## config.mk

```make
export PLATFORM = sky130hd
export DESIGN_NAME = stream_fifo
export DESIGN_NICKNAME = d
export VERILOG_FILES = /design/src/rtl/fifo_pkg.sv /design/src/rtl/fifo_mem.sv /design/src/rtl/stream_fifo.sv
export SDC_FILE = /design/constraint.sdc
export NUM_CORES = 1
export LEC_CHECK = 0
export BUFFER_PORTS_ARGS = -buffer_cell sky130_fd_sc_hd__buf_2
export CORE_ASPECT_RATIO = 0.75
export CORE_MARGIN = 1
export CORE_UTILIZATION = 56
export DETAILED_ROUTE_END_ITERATION = 7
export PLACE_DENSITY_LB_ADDON = 0.15
export SYNTH_ARGS = -nofsm -noshare
export SYNTH_HDL_FRONTEND = slang
export SYNTH_SLANG_ARGS = --single-unit
```

## constraint.sdc

```tcl
create_clock -name clk -period 3 [get_ports clk]
set_input_delay 0.3 -clock clk [delete_from_list [all_inputs] [get_ports clk]]
set_output_delay 0.3 -clock clk [all_outputs]
set_load 0.01 [all_outputs]
```

## src/rtl/fifo_pkg.sv

```systemverilog
// Shared helpers for the stream FIFO family: widths, pointer wrap, parameter legality.
// Latency: n/a (constant functions only).
// Backpressure: n/a.
package fifo_pkg;

  // Width needed to hold an occupancy of 0..depth inclusive.
  function automatic int unsigned cnt_width(input int unsigned depth);
    return $clog2(depth + 1);
  endfunction

  // Width of a pointer into a depth-entry array; never narrower than 1 bit.
  function automatic int unsigned ptr_width(input int unsigned depth);
    return (depth <= 2) ? 1 : $clog2(depth);
  endfunction

  // Advance a pointer and wrap at depth-1 by compare, so non-power-of-two
  // depths never visit unused slots.
  function automatic int unsigned ptr_inc(input int unsigned ptr, input int unsigned depth);
    return (ptr >= depth - 1) ? 0 : ptr + 1;
  endfunction

  // Legal configuration: depth >= 2 and 0 <= aempty < afull <= depth.
  function automatic bit params_ok(input int depth, input int afull, input int aempty);
    return (depth >= 2) && (aempty >= 0) && (aempty < afull) && (afull <= depth);
  endfunction

endpackage

```

## src/rtl/fifo_mem.sv

```systemverilog
// Register-array storage for stream_fifo: one synchronous write port, one asynchronous read port.
// Latency: write visible on rdata the cycle after the write edge; read is combinational.
// Backpressure: none; the caller decides when we is allowed.
// Ports: clk; we/waddr/wdata write port; raddr in, rdata out (combinational).
module fifo_mem
  import fifo_pkg::*;
#(
  parameter  int WIDTH = 32,
  parameter  int DEPTH = 4,
  localparam int AW    = ptr_width(DEPTH)
) (
  input  logic             clk,
  input  logic             we,
  input  logic [AW-1:0]    waddr,
  input  logic [WIDTH-1:0] wdata,
  input  logic [AW-1:0]    raddr,
  output logic [WIDTH-1:0] rdata
);

  // Contents are intentionally not reset; occupancy tracking makes stale words invisible.
  logic [WIDTH-1:0] mem [DEPTH];

  always_ff @(posedge clk) begin
    if (we) mem[waddr] <= wdata;
  end

  assign rdata = mem[raddr];

endmodule

```

## src/rtl/stream_fifo.sv

```systemverilog
// Synchronous elastic buffer with valid/ready on both sides and first-word-fall-through output.
// Latency: word written at edge N is on data_out with r_valid from edge N; flags/count lag by one edge.
// Backpressure: w_ready = !fifo_full (registered, no ready-through); r_valid = !fifo_empty.
// Ports: clk, reset (sync, active-high), flush; w_valid/w_ready/data_in write side;
//        r_valid/r_ready/data_out read side; count, fifo_full/empty, almost_full/empty,
//        sticky overflow/underflow.
module stream_fifo
  import fifo_pkg::*;
#(
  parameter  int WIDTH     = 32,
  parameter  int DEPTH     = 4,
  parameter  int AFULL_TH  = DEPTH - 1,
  parameter  int AEMPTY_TH = 1,
  localparam int CW        = cnt_width(DEPTH)
) (
  input  logic             clk,
  input  logic             reset,
  input  logic             flush,
  input  logic             w_valid,
  output logic             w_ready,
  input  logic [WIDTH-1:0] data_in,
  output logic             r_valid,
  input  logic             r_ready,
  output logic [WIDTH-1:0] data_out,
  output logic             fifo_full,
  output logic             fifo_empty,
  output logic             almost_full,
  output logic             almost_empty,
  output logic [CW-1:0]    count,
  output logic             overflow,
  output logic             underflow
);

  localparam int PW = ptr_width(DEPTH);

  if (!params_ok(DEPTH, AFULL_TH, AEMPTY_TH)) begin : g_bad_params
    $error("stream_fifo: illegal DEPTH/AFULL_TH/AEMPTY_TH combination");
  end

  logic [PW-1:0] wr_ptr;
  logic [PW-1:0] rd_ptr;
  logic [CW-1:0] count_nxt;
  logic          wr_fire;
  logic          rd_fire;

  assign w_ready = !fifo_full;
  assign r_valid = !fifo_empty;

  // Handshakes in a reset or flush cycle are dropped entirely, including the storage write.
  assign wr_fire = w_valid && w_ready && !flush && !reset;
  assign rd_fire = r_valid && r_ready && !flush && !reset;

  fifo_mem #(
    .WIDTH (WIDTH),
    .DEPTH (DEPTH)
  ) u_mem (
    .clk   (clk),
    .we    (wr_fire),
    .waddr (wr_ptr),
    .wdata (data_in),
    .raddr (rd_ptr),
    .rdata (data_out)
  );

  always_comb begin
    count_nxt = count;
    case ({wr_fire, rd_fire})
      2'b10:   count_nxt = count + CW'(1);
      2'b01:   count_nxt = count - CW'(1);
      default: count_nxt = count;
    endcase
  end

  // Flags are registered from count_nxt so they change on the same edge as count.
  always_ff @(posedge clk) begin
    if (reset || flush) begin
      wr_ptr       <= '0;
      rd_ptr       <= '0;
      count        <= '0;
      fifo_full    <= 1'b0;
      fifo_empty   <= 1'b1;
      almost_full  <= 1'b0;
      almost_empty <= 1'b1;
      overflow     <= 1'b0;
      underflow    <= 1'b0;
    end else begin
      if (wr_fire) wr_ptr <= PW'(ptr_inc(32'(wr_ptr), DEPTH));
      if (rd_fire) rd_ptr <= PW'(ptr_inc(32'(rd_ptr), DEPTH));
      count        <= count_nxt;
      fifo_full    <= (count_nxt == CW'(DEPTH));
      fifo_empty   <= (count_nxt == '0);
      almost_full  <= (count_nxt >= CW'(AFULL_TH));
      almost_empty <= (count_nxt <= CW'(AEMPTY_TH));
      overflow     <= overflow  || (w_valid && !w_ready);
      underflow    <= underflow || (r_ready && !r_valid);
    end
  end

endmodule

```

After elaboration in Yosys (flattened, before gate mapping):

Memory sizes are Yosys's and may differ from the RTL's. A register that Yosys moved wholly into a read port is not among the register bits.
Index checks and enable logic that the tools add are counted.

* register bits: 13
* memory bits (writable): 128
* bits of input ports: 37
* output and inout port bits: 43
* logic and storage cells: 44
* memories kept: 1

Memories
* u_mem.mem: words 4, bits a word 32, rd ports 1, clocked after Yosys merged registers in 1, write ports 1, line fifo_mem.sv:21 `logic [WIDTH-1:0] mem [DEPTH];`

* $add $sub $neg: 4
* order comparisons: 4
* equality and inequality tests: 3
* muxes and demuxes: 7
* reduce and logical (&&, ||, !) cells: 16

Operator list (number)
* $logic_and 1x1->1: 8
* $mux 2: 4
* $pmux 3 s2: 1
* $add 2x1->2 const B: 2
* $ge 2x2->1 const B: 2
* $logic_not 1->1: 4
* $add 3x1->3 const B: 1
* $eq 3x3->1 const B: 1
* $ge 3x2->1 const B: 1
* $le 3x1->1 const B: 1
* $logic_not 3->1: 1
* $logic_or 1x1->1: 3
* $sub 3x1->3 const B: 1
* $eq 2x1->1 const B: 1
* $eq 2x2->1 const B: 1
* $mux 1: 2

Depth between registers and ports, before layout:

* word-level depth: 7
* gate-level depth with buffers: 8
* mapped depth without buffers: 7

By module:

Synthesis repeated with hierarchy kept, for this count alone.

* cell total of the unflattened synthesis: 242
* area, all modules: 5327.6 um2

By module, submodules not included
* fifo_mem: times used 1, cells each 171, area each 4689.5 um2, sequential area each 3843.7 um2
* stream_fifo: times used 1, cells each 71, area each 638.1 um2, sequential area each 260.2 um2

Worst setup path after synthesis:

Ideal clock, no wire load.

* path kind: register to register
* start point: reg fifo_full
* end point: reg almost_empty
* setup time: 116 ps
* data arrival time: 2459 ps
* data required time: 2884 ps
* setup slack: 426 ps
* stages on the path, launching flop included: 8
* path buffers: 0
* clock period less this slack: 2574 ps
* cell sequence: dfxtp_1 -> nor4b_1 -> inv_1 -> ha_1 -> fa_1 -> xnor2_1 -> or4_4 -> and3b_1

* word-level cells in the longest chain between the ends: 7
* elaborated cells between the ends (all ways): 8
* classes of those cells: 1 x order compare; 2 x eq/ne; 1 x mux; 4 x reduce/logical

Ends and longest elaborated chain
* start, declared: line stream_fifo.sv:25 `output logic fifo_full,`
* start signal, assigned: line stream_fifo.sv:90 `fifo_full <= (count_nxt == CW'(DEPTH));`
* $logic_not 1->1 (*): line stream_fifo.sv:46 `assign w_ready = !fifo_full;`
* $logic_and 1x1->1 (*) (3 in a row): line stream_fifo.sv:50 `assign wr_fire = w_valid && w_ready && !flush && !reset;`
* $eq 2x1->1 / $eq 2x2->1 (equally long branches): line stream_fifo.sv:67 `case ({wr_fire, rd_fire})`
* $pmux 3 s2 (*): line stream_fifo.sv:67
* $le 3x1->1 (*): line stream_fifo.sv:93 `almost_empty <= (count_nxt <= CW'(AEMPTY_TH));`
* end signal, assigned: line stream_fifo.sv:93
* end, declared: line stream_fifo.sv:28 `output logic almost_empty,`

Mark *: on every way between the ends. The rest lies on a longest branch, timed or not.
A chain may end at the register's enable or synchronous reset.

Worst setup path after layout:

Ends and elaborated chain as after synthesis.

==> impl_metrics.prom <==
# TYPE chip_impl_metric gauge
chip_impl_info{name="status",value="completed"} 1
chip_impl_metric{name="antenna_cells",unit=""} 0
chip_impl_metric{name="synth-seq-area-share",unit="%"} 78.4
chip_impl_metric{name="postLayoutCoreUtil",unit="%"} 70.8
chip_impl_info{name="final_common_cell",value="sky130_fd_sc_hd__edfxtp_1"} 1
chip_impl_metric{name="clockBufferDepth",unit=""} 2
chip_impl_metric{name="worstHoldPathCells",unit=""} 1
chip_impl_metric{name="yosysUniqueCellTypes",unit=""} 30
chip_impl_metric{name="drc",unit=""} 0
chip_impl_metric{name="grt_pass1_vias",unit=""} 2485
chip_impl_metric{name="totalWireLength",unit="mm"} 8.82
chip_impl_metric{name="pin_count",unit=""} 80
chip_impl_metric{name="critical_path_required",unit="ns"} 3.30
chip_impl_metric{name="ys_ff_latch",unit=""} 143
chip_impl_info{name="timing.rr.start",value="fifo_full"} 1
chip_impl_metric{name="finalHoldViolCount",unit=""} 0
chip_impl_metric{name="initial_utilization",unit="%"} 58.0
chip_impl_metric{name="ir_worst_vdd",unit="V"} 0.000427
chip_impl_metric{name="critical_path_arrival",unit="ns"} 2.70
chip_impl_metric{name="layout_worst_path_cycle_share",unit="%"} 80.0
chip_impl_metric{name="routed_wire_length_per_instance",unit="um"} 18.5
chip_impl_metric{name="ys_warn_count",unit=""} 0
chip_impl_metric{name="rr_worst_depth",unit=""} 8
chip_impl_metric{name="vias_per_cell",unit=""} 5.28
chip_impl_info{name="synth_area_leader_cell",value="sky130_fd_sc_hd__edfxtp_1"} 1
chip_impl_metric{name="die_area",unit="mm^2"} 0.00984
chip_impl_metric{name="worst-path-max-fanout",unit=""} 7
chip_impl_metric{name="setup-tns-final",unit="ns"} 0
chip_impl_metric{name="drive_gt1_share",unit="%"} 43.3
chip_impl_metric{name="power-per-cell-area",unit="mW/mm^2"} 670
chip_impl_metric{name="net_count_reported_at_finish",unit=""} 380
chip_impl_metric{name="timing.final.setup_violations",unit=""} 0
chip_impl_metric{name="register_to_register_setup_slack",unit="ns"} 0.60
chip_impl_info{name="critical_path_launch_point_type",value="flip-flop"} 1
chip_impl_metric{name="maxClockFrequency",unit="MHz"} 417
chip_impl_metric{name="synthesized_area",unit="mm^2"} 0.00529
chip_impl_metric{name="final_max_slew_viol_count",unit=""} 0
chip_impl_metric{name="routabilityCongestion",unit=""} 0.773
chip_impl_metric{name="clock_sinks",unit=""} 143
chip_impl_metric{name="synth_top_area_share",unit="%"} 72.7
chip_impl_metric{name="die-height",unit="um"} 86.2
chip_impl_info{name="hold_path_class",value="in2reg"} 1
chip_impl_metric{name="cts_inserted_buffers",unit=""} 17
chip_impl_metric{name="core_area",unit="mm^2"} 0.00912
chip_impl_metric{name="insertion_delay",unit="ns"} 0.41
chip_impl_metric{name="grt.total_usage",unit="%"} 19.6
chip_impl_metric{name="total_number_of_h_tree_levels",unit=""} 4
chip_impl_metric{name="timing.clock.skew",unit="ns"} 0.0144
chip_impl_metric{name="synthesis.area_per_instance",unit="um^2"} 22.1
chip_impl_metric{name="numPlacedInstances",unit=""} 445
chip_impl_metric{name="clock_transition_at_the_registers_of_the_reported_paths",unit="ns"} 0.06
chip_impl_info{name="worst_hold_path.endpoint",value="u_mem.mem[3][22]"} 1
chip_impl_metric{name="site_rows",unit=""} 30
chip_impl_metric{name="grt_start_max_net_pins",unit=""} 33
chip_impl_metric{name="worst_slew_margin_relative_to_its_limit",unit="%"} 43.0
chip_impl_info{name="most-common-layout-cells",value="128 x sky130_fd_sc_hd__edfxtp_1, 79 x sky130_fd_sc_hd__buf_2, 32 x sky130_fd_sc_hd__mux4_2"} 1
chip_impl_info{name="cts_root_buffer",value="sky130_fd_sc_hd__clkbuf_16"} 1
chip_impl_metric{name="final_cells",unit=""} 477
chip_impl_info{name="tritoncts",value="yes"} 1
chip_impl_metric{name="hpwl",unit="mm"} 5.25
chip_impl_metric{name="syn_to_final_growth",unit="%"} 22.1
chip_impl_metric{name="detail_route.iter0.violations",unit=""} 174
chip_impl_metric{name="global_route.overflow_total",unit=""} 0
chip_impl_metric{name="postCtsSetupBuffers",unit=""} 0
chip_impl_info{name="timing_worst_setup_path_type",value="reg2reg"} 1
chip_impl_info{name="setup_repair_after_global_routing_missed_its_margin",value="no"} 1
chip_impl_metric{name="postCtsResizedCells",unit=""} 0
chip_impl_metric{name="number_of_optimization_iterations_in_the_first_detailed_route_pass",unit=""} 4
chip_impl_info{name="hp-start",value="data_in[22]"} 1
chip_impl_metric{name="fp.dieW",unit="um"} 114
chip_impl_metric{name="synth_cells",unit=""} 239
chip_impl_metric{name="numPortBuffers",unit=""} 79
chip_impl_metric{name="drv.max_cap_violation_count",unit=""} 0
chip_impl_info{name="critical_path_sink_type",value="flip-flop"} 1
chip_impl_metric{name="worst-slew-pin-transition",unit="ns"} 0.856
chip_impl_metric{name="route.vias.total",unit=""} 2520
chip_impl_info{name="regToRegEndpoint",value="almost_empty"} 1
chip_impl_metric{name="clock_period_minus_worst_slack",unit="ns"} 2.40
chip_impl_metric{name="antenna_found_initial",unit=""} 0
chip_impl_info{name="synth.area.top_cells",value="sky130_fd_sc_hd__edfxtp_1 73%, sky130_fd_sc_hd__mux4_2 14%, sky130_fd_sc_hd__dfxtp_1 5.7%, sky130_fd_sc_hd__ha_1 1.4%, sky130_fd_sc_hd__nor2_1 0.78%"} 1
chip_impl_metric{name="p_leak",unit="nW"} 2.26
chip_impl_metric{name="syn-num-nets",unit=""} 283
chip_impl_metric{name="grt_first_pass_wirelength",unit="mm"} 13.3
chip_impl_metric{name="hold_buffers",unit=""} 0
chip_impl_metric{name="antenna_violating_nets_post_route",unit=""} 0
state kept, by name, indices dropped and copies added, names as in the netlist, named ones only:
| register | flops |
|---|---|
| u_mem.mem | 128 |
| count | 3 |
| rd_ptr | 2 |
| wr_ptr | 2 |
| almost_empty | 1 |
| almost_full | 1 |
| fifo_empty | 1 |
| fifo_full | 1 |
| overflow | 1 |
| underflow | 1 |
power by group:
group | switching (mW) | internal (mW) | leakage (nW) | total [mW]
sequential | 0.00700 | 2.19 | 1.28 | 2.20
clock | 0.730 | 1.28 | 0.283 | 2.01
combinational | 0.0622 | 0.0491 | 0.702 | 0.111
total | 0.800 | 3.52 | 2.26 | 4.32
logic make-up after synthesis:
family / Yosys count / synth area share, %
and+or+nand+nor: 26 / 2.65
muxes: 35 / 14.2
DFF: 143 / 78.4
AOI/OAI and AO/OA: 12 / 1.44
adders and majority gates: 7 / 1.80
buffers and inverters: 14 / 1.21
xor gates and xnor gates: 2 / 0.331
through the flow:
| stage | instance area [um^2] | worst slack [ns] | total power, mW | hold slack, ns |
|---|---|---|---|---|
| 3_3_place_gp | 5880 | 0.568 | 2.35 | 0.462 |
| 2_1_floorplan | 5290 | 0.426 | 2.28 | 0.399 |
| 4_1_cts | 6450 | 0.600 | 4.36 | 0.0799 |
| 5_1_grt | 6450 | 0.406 | 4.44 | 0.0948 |
| 3_5_place_dp | 5880 | 0.527 | 2.35 | 0.457 |
| 6_report | 6450 | 0.600 | 4.32 | 0.0975 |
synthesized netlist by cell type:
cell	count
sky130_fd_sc_hd__nor3_1	1
sky130_fd_sc_hd__inv_1	5
sky130_fd_sc_hd__xor2_1	1
sky130_fd_sc_hd__nand3_1	1
sky130_fd_sc_hd__or2_1	1
sky130_fd_sc_hd__o21a_1	1
sky130_fd_sc_hd__nor2_1	11
sky130_fd_sc_hd__mux4_2	32
sky130_fd_sc_hd__and3b_1	1
sky130_fd_sc_hd__buf_4	2
sky130_fd_sc_hd__buf_1	3
sky130_fd_sc_hd__a21oi_1	5
sky130_fd_sc_hd__nor3b_1	2
sky130_fd_sc_hd__fa_1	1
sky130_fd_sc_hd__a21o_1	1
sky130_fd_sc_hd__xnor2_1	1
sky130_fd_sc_hd__nand2_1	2
sky130_fd_sc_hd__o211ai_1	2
sky130_fd_sc_hd__or4_4	1
sky130_fd_sc_hd__edfxtp_1	128
sky130_fd_sc_hd__mux2i_1	3
sky130_fd_sc_hd__ha_1	6
sky130_fd_sc_hd__o31ai_1	2
sky130_fd_sc_hd__nand2b_1	1
sky130_fd_sc_hd__buf_2	3
sky130_fd_sc_hd__dfxtp_1	15
sky130_fd_sc_hd__a31oi_1	1
sky130_fd_sc_hd__and2_1	4
sky130_fd_sc_hd__nor4b_1	1
sky130_fd_sc_hd__clkbuf_1	1
worst max path at each step:
stage          startpoint           end  slack (ns)  cells after the start
6_report        fifo_full  almost_empty        0.60                      8
3_3_place_gp        flush  almost_empty        0.57                      9
3_5_place_dp        flush  almost_empty        0.53                      9
2_1_floorplan   fifo_full  almost_empty        0.43                      7
5_1_grt         fifo_full  almost_empty        0.41                      8
4_1_cts         fifo_full  almost_empty        0.60                      8
metal layers:
layer,vias up,GRT usage [%],part of all wire (%)
met5,-,0,0
met4,0,8.38,1.1
met3,11,7.56,5.2
met2,71,29.2,47
met1,1261,26.1,46
li1,1177,-,-
cell type report:
| class | instances | area, um^2 |
|---|---|---|
| timing repair buffer | 87 | 468 |
| fill | 593 | 2670 |
| inverter | 5 | 18.8 |
| tap | 128 | 160 |
| clock buffer | 28 | 529 |
| sequential | 143 | 4150 |
| clock inverter | 4 | 46.3 |
| multi-input combinational | 82 | 1080 |
critical path, stage by stage (launching register included):
cell                      delay, ns
sky130_fd_sc_hd__dfxtp_1       0.33
sky130_fd_sc_hd__nor4b_1       0.30
sky130_fd_sc_hd__buf_4         0.19
sky130_fd_sc_hd__inv_1         0.04
sky130_fd_sc_hd__ha_1          0.22
sky130_fd_sc_hd__fa_1          0.38
sky130_fd_sc_hd__xnor2_1       0.18
sky130_fd_sc_hd__or4_4         0.45
sky130_fd_sc_hd__and3b_1       0.19
No activity file was read; power rests on OpenSTA's default activity.
